### config.mk
export PLATFORM = sky130hd
export DESIGN_NAME = csr_trap_unit
export DESIGN_NICKNAME = d
export VERILOG_FILES = /design/src/rtl/csr_trap_unit.sv
export SDC_FILE = /design/constraint.sdc
export NUM_CORES = 1
export LEC_CHECK = 0
export CELL_PAD_IN_SITES_DETAIL_PLACEMENT = 0
export CELL_PAD_IN_SITES_GLOBAL_PLACEMENT = 1
export CORE_UTILIZATION = 39
export DETAILED_ROUTE_END_ITERATION = 16
export GPL_TIMING_DRIVEN = 0
export HOLD_SLACK_MARGIN = 0.15
export PLACE_DENSITY_LB_ADDON = 0.1
export SLEW_MARGIN = 20
export SYNTH_ARGS = -nofsm -noshare
export SYNTH_HDL_FRONTEND = slang
export SYNTH_SLANG_ARGS = --single-unit
### constraint.sdc
create_clock -name clk -period 4.2 [get_ports clk]
set_input_delay 1.05 -clock clk [delete_from_list [all_inputs] [get_ports clk]]
set_output_delay 1.05 -clock clk [all_outputs]
set_load 0.02 [all_outputs]
### src/rtl/csr_trap_unit.sv
`default_nettype none
// ============================================================================
// Module   : csr_trap_unit
// Brief    : Machine-mode Zicsr execution, trap entry/return, interrupt
//            gating and 64-bit cycle/instret counters for the writeback stage.
// Revision : 1.0 - initial release
// ============================================================================
module csr_trap_unit #(
    parameter int               XLEN       = 32,
    parameter int               ADDR_WIDTH = 32,
    parameter int               EX_WIDTH   = 4,
    parameter logic [XLEN-1:0]  RESET_TVEC = 32'h0000_0000
) (
    input  logic                  clk,
    input  logic                  reset,
    input  logic                  instr_valid,
    input  logic [ADDR_WIDTH-1:0] pc,
    input  logic [31:0]           instr,
    input  logic [XLEN-1:0]       wr_data,
    input  logic                  exception_valid,
    input  logic [EX_WIDTH-1:0]   exception_cause,
    input  logic [XLEN-1:0]       exception_tval,
    input  logic                  irq_ext,
    output logic [4:0]            rd_addr,
    output logic [XLEN-1:0]       rd_data,
    output logic                  rd_enable,
    output logic                  flush,
    output logic [ADDR_WIDTH-1:0] flush_addr
);

    // CSR addresses
    localparam logic [11:0] c_mstatus   = 12'h300;
    localparam logic [11:0] c_misa      = 12'h301;
    localparam logic [11:0] c_mie       = 12'h304;
    localparam logic [11:0] c_mtvec     = 12'h305;
    localparam logic [11:0] c_mscratch  = 12'h340;
    localparam logic [11:0] c_mepc      = 12'h341;
    localparam logic [11:0] c_mcause    = 12'h342;
    localparam logic [11:0] c_mtval     = 12'h343;
    localparam logic [11:0] c_mip       = 12'h344;
    localparam logic [11:0] c_mcycle    = 12'hB00;
    localparam logic [11:0] c_minstret  = 12'hB02;
    localparam logic [11:0] c_mcycleh   = 12'hB80;
    localparam logic [11:0] c_minstreth = 12'hB82;

    localparam logic [XLEN-1:0] c_misa_val  = 32'h4000_0100;
    localparam logic [XLEN-1:0] c_irq_cause = 32'h8000_000B;
    localparam logic [4:0]      c_opcode    = 5'b11100;

    // Architectural state
    logic            r_mie_bit;      // mstatus.MIE
    logic            r_mpie_bit;     // mstatus.MPIE
    logic            r_meie_bit;     // mie.MEIE
    logic [XLEN-3:0] r_mtvec_base;   // mtvec[XLEN-1:2]
    logic            r_mtvec_vec;    // mtvec mode == 01
    logic [XLEN-1:0] r_mscratch;
    logic [XLEN-3:0] r_mepc_hi;      // mepc[XLEN-1:2], low bits read as 0
    logic [XLEN-1:0] r_mcause;
    logic [XLEN-1:0] r_mtval;
    logic [63:0]     r_mcycle;
    logic [63:0]     r_minstret;

    // Decode fields
    logic [2:0]      w_funct3;
    logic [11:0]     w_csr_addr;
    logic [4:0]      w_rs1;
    logic            w_is_system;
    logic            w_is_csr;
    logic            w_is_ecall;
    logic            w_is_ebreak;
    logic            w_is_mret;
    logic            w_csr_write;
    logic [XLEN-1:0] w_src;

    assign w_funct3    = instr[14:12];
    assign w_csr_addr  = instr[31:20];
    assign w_rs1       = instr[19:15];
    assign rd_addr     = instr[11:7];
    assign w_is_system = instr_valid && (instr[6:2] == c_opcode) && (instr[1:0] == 2'b11);
    assign w_is_csr    = w_is_system && (w_funct3[1:0] != 2'b00);
    assign w_is_ecall  = w_is_system && (w_funct3 == 3'b000) && (w_csr_addr == 12'h000);
    assign w_is_ebreak = w_is_system && (w_funct3 == 3'b000) && (w_csr_addr == 12'h001);
    assign w_is_mret   = w_is_system && (w_funct3 == 3'b000) && (w_csr_addr == 12'h302);
    // RS/RC with a zero source field are pure reads; RW always writes
    assign w_csr_write = (w_funct3[1:0] == 2'b01) || (w_rs1 != 5'd0);
    assign w_src       = w_funct3[2] ? {{(XLEN-5){1'b0}}, w_rs1} : wr_data;

    // Read-back views with hardwired fields applied
    logic [XLEN-1:0] w_mstatus_rd;
    logic [XLEN-1:0] w_mie_rd;
    logic [XLEN-1:0] w_mip_rd;
    logic [XLEN-1:0] w_mtvec_rd;
    logic [XLEN-1:0] w_mepc_rd;
    logic [XLEN-1:0] w_tvec_base;

    assign w_mtvec_rd  = {r_mtvec_base, 1'b0, r_mtvec_vec};
    assign w_tvec_base = {r_mtvec_base, 2'b00};
    assign w_mepc_rd   = {r_mepc_hi, 2'b00};

    // Build status/enable/pending words from their individual bits
    always_comb begin
        w_mstatus_rd        = '0;
        w_mstatus_rd[12:11] = 2'b11;
        w_mstatus_rd[7]     = r_mpie_bit;
        w_mstatus_rd[3]     = r_mie_bit;
        w_mie_rd            = '0;
        w_mie_rd[11]        = r_meie_bit;
        w_mip_rd            = '0;
        w_mip_rd[11]        = irq_ext;
    end

    // CSR read mux; an unlisted address is unimplemented
    logic [XLEN-1:0] w_old;
    logic            w_csr_ok;
    always_comb begin
        w_old    = '0;
        w_csr_ok = 1'b1;
        case (w_csr_addr)
            c_mstatus:   w_old = w_mstatus_rd;
            c_misa:      w_old = c_misa_val;
            c_mie:       w_old = w_mie_rd;
            c_mip:       w_old = w_mip_rd;
            c_mtvec:     w_old = w_mtvec_rd;
            c_mscratch:  w_old = r_mscratch;
            c_mepc:      w_old = w_mepc_rd;
            c_mcause:    w_old = r_mcause;
            c_mtval:     w_old = r_mtval;
            c_mcycle:    w_old = r_mcycle[31:0];
            c_mcycleh:   w_old = r_mcycle[63:32];
            c_minstret:  w_old = r_minstret[31:0];
            c_minstreth: w_old = r_minstret[63:32];
            default:     w_csr_ok = 1'b0;
        endcase
    end

    // New CSR value from the op kind
    logic [XLEN-1:0] w_wv;
    always_comb begin
        case (w_funct3[1:0])
            2'b01:   w_wv = w_src;
            2'b10:   w_wv = w_old | w_src;
            default: w_wv = w_old & ~w_src;
        endcase
    end

    // Trap qualification in priority order
    logic w_ro_target;
    logic w_illegal;
    logic w_exc;
    logic w_env;
    logic w_irq;
    logic w_trap;
    logic w_mret;
    logic w_wr_en;

    assign w_ro_target = (w_csr_addr == c_misa) || (w_csr_addr == c_mip) ||
                         (w_csr_addr[11:10] == 2'b11);
    assign w_exc       = instr_valid && exception_valid;
    assign w_illegal   = !w_exc && w_is_csr && (!w_csr_ok || (w_csr_write && w_ro_target));
    assign w_env       = !w_exc && !w_illegal && (w_is_ecall || w_is_ebreak);
    assign w_irq       = instr_valid && !w_exc && !w_illegal && !w_env &&
                         r_mie_bit && r_meie_bit && irq_ext;
    assign w_trap      = w_exc || w_illegal || w_env || w_irq;
    assign w_mret      = w_is_mret && !w_trap;
    assign w_wr_en     = w_is_csr && w_csr_write && !w_trap;

    // Cause and tval recorded at trap entry
    logic [XLEN-1:0] w_cause;
    logic [XLEN-1:0] w_tval;
    always_comb begin
        w_cause = '0;
        w_tval  = '0;
        if (w_exc) begin
            w_cause = XLEN'(exception_cause);
            w_tval  = exception_tval;
        end else if (w_illegal) begin
            w_cause = XLEN'(2);
            w_tval  = XLEN'(instr);
        end else if (w_is_ecall && w_env) begin
            w_cause = XLEN'(11);
        end else if (w_env) begin
            w_cause = XLEN'(3);
            w_tval  = XLEN'(pc);
        end else if (w_irq) begin
            w_cause = c_irq_cause;
        end
    end

    // Redirect target and writeback outputs
    always_comb begin
        flush      = w_trap || w_mret;
        flush_addr = '0;
        if (w_irq && r_mtvec_vec)
            flush_addr = ADDR_WIDTH'(w_tvec_base + XLEN'(44));
        else if (w_trap)
            flush_addr = ADDR_WIDTH'(w_tvec_base);
        else if (w_mret)
            flush_addr = ADDR_WIDTH'(w_mepc_rd);
        rd_data    = (w_is_csr && w_csr_ok) ? w_old : '0;
        rd_enable  = w_is_csr && !w_trap && (rd_addr != 5'd0);
    end

    // Counter next values; an explicit write replaces only its own half
    logic [63:0] w_mcycle_nxt;
    logic [63:0] w_minstret_nxt;
    always_comb begin
        w_mcycle_nxt   = r_mcycle + 64'd1;
        w_minstret_nxt = r_minstret + {63'd0, (instr_valid && !w_trap)};
        if (w_wr_en && (w_csr_addr == c_mcycle))    w_mcycle_nxt[31:0]    = w_wv[31:0];
        if (w_wr_en && (w_csr_addr == c_mcycleh))   w_mcycle_nxt[63:32]   = w_wv[31:0];
        if (w_wr_en && (w_csr_addr == c_minstret))  w_minstret_nxt[31:0]  = w_wv[31:0];
        if (w_wr_en && (w_csr_addr == c_minstreth)) w_minstret_nxt[63:32] = w_wv[31:0];
    end

    // CSR state update: reset, then trap entry, MRET, or explicit write
    always_ff @(posedge clk) begin
        if (reset) begin
            r_mie_bit    <= 1'b0;
            r_mpie_bit   <= 1'b0;
            r_meie_bit   <= 1'b0;
            r_mtvec_base <= RESET_TVEC[XLEN-1:2];
            r_mtvec_vec  <= (RESET_TVEC[1:0] == 2'b01);
            r_mscratch   <= '0;
            r_mepc_hi    <= '0;
            r_mcause     <= '0;
            r_mtval      <= '0;
            r_mcycle     <= '0;
            r_minstret   <= '0;
        end else begin
            r_mcycle   <= w_mcycle_nxt;
            r_minstret <= w_minstret_nxt;
            if (w_trap) begin
                r_mepc_hi  <= pc[ADDR_WIDTH-1:2];
                r_mcause   <= w_cause;
                r_mtval    <= w_tval;
                r_mpie_bit <= r_mie_bit;
                r_mie_bit  <= 1'b0;
            end else if (w_mret) begin
                r_mie_bit  <= r_mpie_bit;
                r_mpie_bit <= 1'b1;
            end else if (w_wr_en) begin
                case (w_csr_addr)
                    c_mstatus: begin
                        r_mie_bit  <= w_wv[3];
                        r_mpie_bit <= w_wv[7];
                    end
                    c_mie:      r_meie_bit <= w_wv[11];
                    c_mtvec: begin
                        r_mtvec_base <= w_wv[XLEN-1:2];
                        r_mtvec_vec  <= (w_wv[1:0] == 2'b01);
                    end
                    c_mscratch: r_mscratch <= w_wv;
                    c_mepc:     r_mepc_hi  <= w_wv[XLEN-1:2];
                    c_mcause:   r_mcause   <= w_wv;
                    c_mtval:    r_mtval    <= w_wv;
                    default: ;
                endcase
            end
        end
    end

endmodule
`default_nettype wire

==> metrics, run 1 <==
critical path's top delay family=compound AO/OA/AOI/OAI gates; Max clock buf depth=3; r2r endpoint=r_minstret[40]; input/output buffers=a little under 200; total CTS buffers=38; fin util=between 50% and 60%; placed wire-length estimate=84.7 mm; buffers and inverters on the worst path=4; number of global-route vias before repair=20752; drt first-iter violations=~3400; Max transition margin=about 8.6%; Sw Pwr=between 0.002 and 0.0025 W; Seq pwr share=between 30% and 40%; GP Congestion=1.04; worst skew pair latency=around 0.59 ns; Crit. End Element=primary output; Comb pwr share=about an eighth; Slew @ Worst Pin=~1.4 ns; Post-synth ARST share=0%; Leak=9.09 nW; final hold violation count=0; Hold-fix buffers, CTS=0; Final Max Slew Viols=0; Yosys warning total=0; RR Startpoint=r_mie_bit; total track usage=between 40% and 50%; CTS H-tree lvls=2; area fraction of the dominant cell type after synthesis=31.6%; MaxCap Viol Count=0; hold endpoint=r_mscratch[1]; register area share after synthesis=between 30% and 40%; Final setup viols=44; DIE AREA=~48000 sq um; largest area contributor in the netlist=dfxtp_1; Worst EP arrival=between 3 and 4 ns; first-pass GRT wire length=~160 mm; status=finished, violations left; worst r2r path cells=15; FP Rows=a little under 80; DRC Markers=0; Max rail drop VDD=about 0.32 mV; Synth area leaders=dfxtp_1 (32%), a211oi_1 (8.3%), nor2_1 (7.0%); Routed WL=116 mm; DP Worst Slack=-2.34 ns; cell mode on critical path=buf_6; CTS tree=built; die height=around 220 um; RSZ-0062 raised after global routing=true; Hold Crit Depth=2; wire length per cell=35.0 um; Most used DFF post-synth=dfxtp_1; synthesized cell area=between 15000 and 20000 sq um; CTS root buf=clkbuf_16; hold_sp=r_mscratch[1]; CORE AREA=approximately 46000 sq um; Die W=between 200 and 250 um; Synth Register Bits=288; crit-path cells=buf_12 -> or3_4 -> or3_4 -> o2bb2a_4 -> o32ai_4 -> a21oi_4 -> buf_6 -> buf_6 -> mux2_4 -> o21a_4 -> buf_6; fin crit period=4.51 ns; Overflow after GRT=0; Power Density=284 nW/um^2; Via-to-Cell Ratio=6.79; design area=~26000 sq um; initial antenna violation count=4; clk sink count=around 290; sw frac=28.2%; Power Total=around 0.0074 W; largest net degree at the start of global routing=14; share of cells above drive strength 1=25.6%; starting utilization of the core area=approximately 40%; Max stage delay cell, worst path=or3_4; synth unique cells=90; kind of critical path=input port to primary output; Clk pwr share=between 40 and 50%; P&R area growth vs syn=42.4%; number of synthesized flops with an enable pin=0; Hold/Removal Path Class=register to register; DR pass1 iterations=8; violated checks=negative setup slack; Worst R2R Setup Slack=between 0.7 and 0.8 ns; Max Fclk=about 0.22 GHz; Cell Int Power=0.00529 W; IO Pins=208; slowest stage delay, CP=approximately 0.38 ns; synthesized area per cell=approximately 8.0 sq um; Worst-path clk slew=about 0.060 ns; Post-Syn Instances=around 2300; CP max FO=7; Final WS setup=-0.312 ns; NumNets Final=2827; antenna viol nets, final=0; Critical Path RT=~3.2 ns; crit path launch type=input port; DR vias=between 20000 and 25000; clock skew=0.0219 ns; fin crit share=107%; DP Area=~22000 sq um
[power groups by stage]
stage                     Sequential, W  Combinational [W]  Clock (W)
after floorplan                 0.00284           0.000383          0
after global placement          0.00288           0.000786          0
after detailed placement        0.00288           0.000798          0
after CTS                       0.00282           0.000904    0.00354
after global routing            0.00282           0.000980    0.00366
final                           0.00283           0.000966    0.00357
[cell type report]
type,instances,area [sq um]
multi-input combinational,1729,12900
antenna,2,5.00
inverter,44,165
buffer,213,1550
clock buffer,49,1080
clock inverter,18,250
sequential,288,5770
tap,600,751
fill,4218,19800
timing repair buffer,369,3510
[synth_stat cells (25+ instances only)]
master	n
nor3_1	69
nand4_1	42
o21ai_0	46
dfxtp_1	288
nor2_1	338
xnor2_1	66
clkbuf_1	120
a21oi_1	73
a211o_1	44
xor2_1	56
inv_1	44
and3_1	32
mux2i_1	25
a22o_1	25
o22ai_1	27
a211oi_1	202
nand3_1	73
o21a_1	26
buf_2	71
nand2_1	156
a221oi_1	27
a22oi_1	44
[what timing repair did]
item | 4_1_cts | 5_1_grt
setup buffers | 118 | 43
cloned | 5 | 2
gates resized for setup | 657 | 168
pin swaps | 79 | 56
endpoints found under the hold margin | 0 | 0
setup endpoints to repair | 296 | 95
[through the flow]
step,hold slack (ns),setup TNS [ns],instances
floorplan,0.453,-0.299,2290
global placement,0.484,-508.30,3089
detailed placement,0.491,-354.71,3097
CTS,0.498,-6.20,3282
global route,0.516,-7.69,3310
finish,0.498,-7.10,3312
[kinds of logic after synthesis]
logic type	after synthesis	synth area share, %
buffers and inverters	273	7.22
other	1	0.0206
adder cells (fa/ha/maj)	7	0.480
multiplexers	45	2.67
flip-flops	288	31.6
AO/OA/AOI/OAI	688	28.5
AND/OR/NAND/NOR	865	23.6
XOR/XNOR	122	5.86
[placed cells by master (no fill, tap or decap), drive strengths merged, types with 12 or more instances in the layout]
master,instances
nor2,341
buf,336
dfxtp,288
a211oi,202
clkbuf,167
nand2,158
clkdlybuf4s50,113
nor3,76
a21oi,75
nand3,73
xnor2,66
xor2,56
o21ai,49
a211o,44
inv,44
a22oi,44
nand4,42
and3,32
nor4,29
o22ai,27
a221oi,27
o21a,26
mux2i,25
a22o,25
and4,24
o32ai,22
mux2,19
nor2b,18
o32a,17
o31ai,14
a222oi,12
and2,12
o2bb2ai,12
a311oi,12
[worst min-delay path, delay by kind of cell, from the launching register on]
kind | cells | cell delay [ns]
flip-flops | 1 | 0.31
AO/OA/AOI/OAI | 1 | 0.05
AND/OR/NAND/NOR | 1 | 0.09
[registers in the layout, summed over array words and instances (netlist names)]
signal and cells:
r_mcause 32, r_mtvec_base 30, r_mepc_hi 30, r_mcycle 64, r_meie_bit 1, r_mtval 32, r_mscratch 32, r_minstret 64
r_mie_bit 1, r_mpie_bit 1, r_mtvec_vec 1
[per-layer routing]
layer / track usage (%) / part of all wire (%) / up-vias
met5: 0 / 0.033 / -
met2: 69.9 / 41 / 1804
li1: - / - / 9384
met1: 59.8 / 37 / 10790
met4: 35.6 / 9.3 / 6
met3: 13.2 / 12 / 502
[worst max-delay path by stage]
stage | startpoint | slack (ns) | endpoint | cells after the start
3_5_place_dp | instr[22] | -2.34 | flush_addr[8] | 11
3_3_place_gp | instr[23] | -2.45 | rd_data[25] | 10
6_report | instr[25] | -0.31 | flush_addr[12] | 11
4_1_cts | instr[25] | -0.29 | flush_addr[17] | 11
5_1_grt | instr[26] | -0.34 | flush_addr[17] | 11
2_1_floorplan | instr[24] | -0.03 | flush_addr[28] | 9
(Power assumes the default switching activity.)
==> inputs of run 2 (changes only) <==
CTS_CLUSTER_SIZE = 16   (was not set)
TNS_END_PERCENT = 5   (was not set)
==> run 2 against run 1 <==
Against the previous run: the run still ends with negative setup slack left; count of clock-buffer cells in the layout grew 4; hold slack better by 0.0015 ns; fmax shrank 0.82%; sequential power about the same; total power shrank 4.9%; non-clock buffer count is 76 lower; wire length down 2.2%; critical path type unchanged; largest cell class unchanged.
==> metrics, run 2 (synthesis results as in run 1) <==
number of global-route vias before repair=20464 (-1.4%); fin crit share=108% (+0.88 points); DRC Markers=0 (unchanged); Hold/Removal Path Class=register to register; CTS H-tree lvls=2 (unchanged); DR vias=22216 (-1.2%); MaxCap Viol Count=0 (unchanged); Max stage delay cell, worst path=or4_4; die height=218 um (unchanged); top flop regs=r_mcycle: 64 flops, r_minstret: 64 flops; NumNets Final=2749 (-2.8%); Via-to-Cell Ratio=6.87 (+1.1%); Finished Layout Cells=3236 (-2.3%); P&R area growth vs syn=35.5%; slowest stage delay, CP=0.48 ns (+0.10 ns); clock skew=0.0217 ns (-0.000153 ns); wire length per cell=35.1 um (about the same); CTS root buf=clkbuf_16; most common cell after layout, fill and taps aside=nor2_1; Final WS setup=-0.349 ns (-0.0371 ns); critical path's top delay family=simple AND/OR/NAND/NOR gates; filler cell count=4301 (+2.0%); share of cells above drive strength 1=21.9% (-3.6 points); fin crit period=4.55 ns (+0.0371 ns); Leak=8.44 nW (-7.1%); DIE AREA=47600 sq um (unchanged); FP Rows=78 (unchanged); DR pass1 iterations=10 (+2); total track usage=46.9% (-1.0 points); Routed WL=113 mm (-2.2%); Max transition margin=9.01% (+0.46 points); GP Congestion=1.05 (+1.4%); antenna viol nets, final=0 (unchanged); crit path launch type=input port; violated checks=negative setup slack; buffers and inverters on the worst path=5 (+1); Power Density=283 nW/um^2 (about the same); kind of critical path=input port to primary output; Die W=218 um (unchanged); Final Max Slew Viols=0 (unchanged); crit-path cells=clkdlybuf4s15_1 -> nand4_1 -> or3_4 -> buf_6 -> or4_4 -> buf_6 -> nand2_8 -> buf_8 -> a21oi_4 -> a311oi_4 -> buf_6; clk sink count=288 (unchanged); Max rail drop VDD=0.319 mV (-1.4%); total CTS buffers=36 (-5.3%); Overflow after GRT=0 (unchanged); IO Pins=208 (unchanged); Crit. End Element=primary output; largest net degree at the start of global routing=14 (unchanged); DP Worst Slack=-2.47 ns (-0.137 ns); Worst EP arrival=3.50 ns (+0.04 ns); Critical Path RT=3.15 ns (about the same); CORE AREA=45800 sq um (unchanged); worst skew pair latency=0.58 ns (about the same); CTS tree=built; drt first-iter violations=3184 (-7.4%); Final setup viols=51 (+16%); Max clock buf depth=3 (unchanged); starting utilization of the core area=39.9% (unchanged); first-pass GRT wire length=156 mm (-2.1%); final hold violation count=0 (unchanged); Worst-path clk slew=0.06 ns (about the same); RSZ-0062 raised after global routing=true; Max Fclk=0.220 GHz (-0.82%); status=finished, violations left; Placed Instances=3090 (-0.23%); placed wire-length estimate=84.6 mm (-0.13%); CP max FO=7 (unchanged); initial antenna violation count=6 (+2); cell mode on critical path=buf_6; most frequent cells in the layout=nor2_1 (331), dfxtp_1 (288), a211oi_1 (189), nand2_1 (155), clkdlybuf4s50_1 (115); input/output buffers=199 (unchanged); Slew @ Worst Pin=1.36 ns (-0.00685 ns)
run 2: cell count changes in the layout (fill, tap and decap cells not counted), sizes merged, moves of 3 or more:
cell           delta
clkbuf            +3
clkdlybuf4s15    +11
dlygate4sd2       -6
diode             +3
inv               +3
bufinv            -3
clkinv            -6
buf              -84
run 2: report_power, final:
part	internal (W)	switching, W
registers	0.00276	0.0000659
logic	0.000369	0.000564
clock network	0.00186	0.00138
run 2: repair_timing:
item                       CTS  global route
buffers inserted            66            10
setup endpoints to repair  339            90
gates resized for setup    609            92
cloned                       4             0
pin swaps                   61            28
hold buffers                 0             0
run 2: final timing paths:
check                 startpoint             end  slack [ns]  cells past startpoint
setup / recovery        instr[0]  flush_addr[13]       -0.35                     11
hold / removal    r_mscratch[18]  r_mscratch[18]        0.50                      2
setup reg to reg       r_mie_bit  r_minstret[63]        0.73                     14
hold reg to reg   r_mscratch[18]  r_mscratch[18]        0.50                      2
run 2: through the flow:
stage	cell area (sq um)	setup TNS, ns	total power [W]	util, %	hold slack (ns)
after global placement	21300	-528.28	0.00366	46.6	0.483
after CTS	24400	-7.64	0.00692	53.2	0.500
after floorplan	18600	-0.625	0.00322	-	0.453
after detailed placement	21500	-401.01	0.00367	46.9	0.492
after global routing	24700	-9.61	0.00710	54.0	0.518
final	24700	-8.95	0.00700	54.0	0.499
run 2: area by class of cell:
| type | instances | area [sq um] | share of cell area, % |
|---|---|---|---|
| multi-input cells | 1729 | 12600 | 51.0 |
| flip-flops and latches | 288 | 5770 | 23.3 |
| repair buffers | 281 | 2610 | 10.5 |
| plain buffers | 225 | 1630 | 6.59 |
| clock buffers | 53 | 1040 | 4.23 |
| well taps | 600 | 751 | 3.04 |
| inverters | 44 | 165 | 0.668 |
| clock inverters | 11 | 141 | 0.572 |
| diodes | 5 | 12.5 | 0.0506 |
run 2: layer usage:
metal	part of all wire [%]	wire, um	global-route usage, %	vias to the layer above
li1	-	-	-	9234
met1	37	42400	58.7	10702
met2	42	47600	69.2	1817
met3	11	12700	10.2	461
met4	9.4	10700	37.6	2
met5	0.0079	9	0	-
run 2: worst register-to-register path, stage by stage (launching register included):
cell	delay [ns]
dfxtp_1	0.37
and3_1	0.20
o21ai_1	0.30
o211a_1	0.25
buf_8	0.13
buf_4	0.15
and3_4	0.20
ha_4	0.17
and4_1	0.27
nand3_1	0.28
buf_2	0.34
nor3_1	0.27
xor2_1	0.18
nor2_1	0.06
a211oi_1	0.22
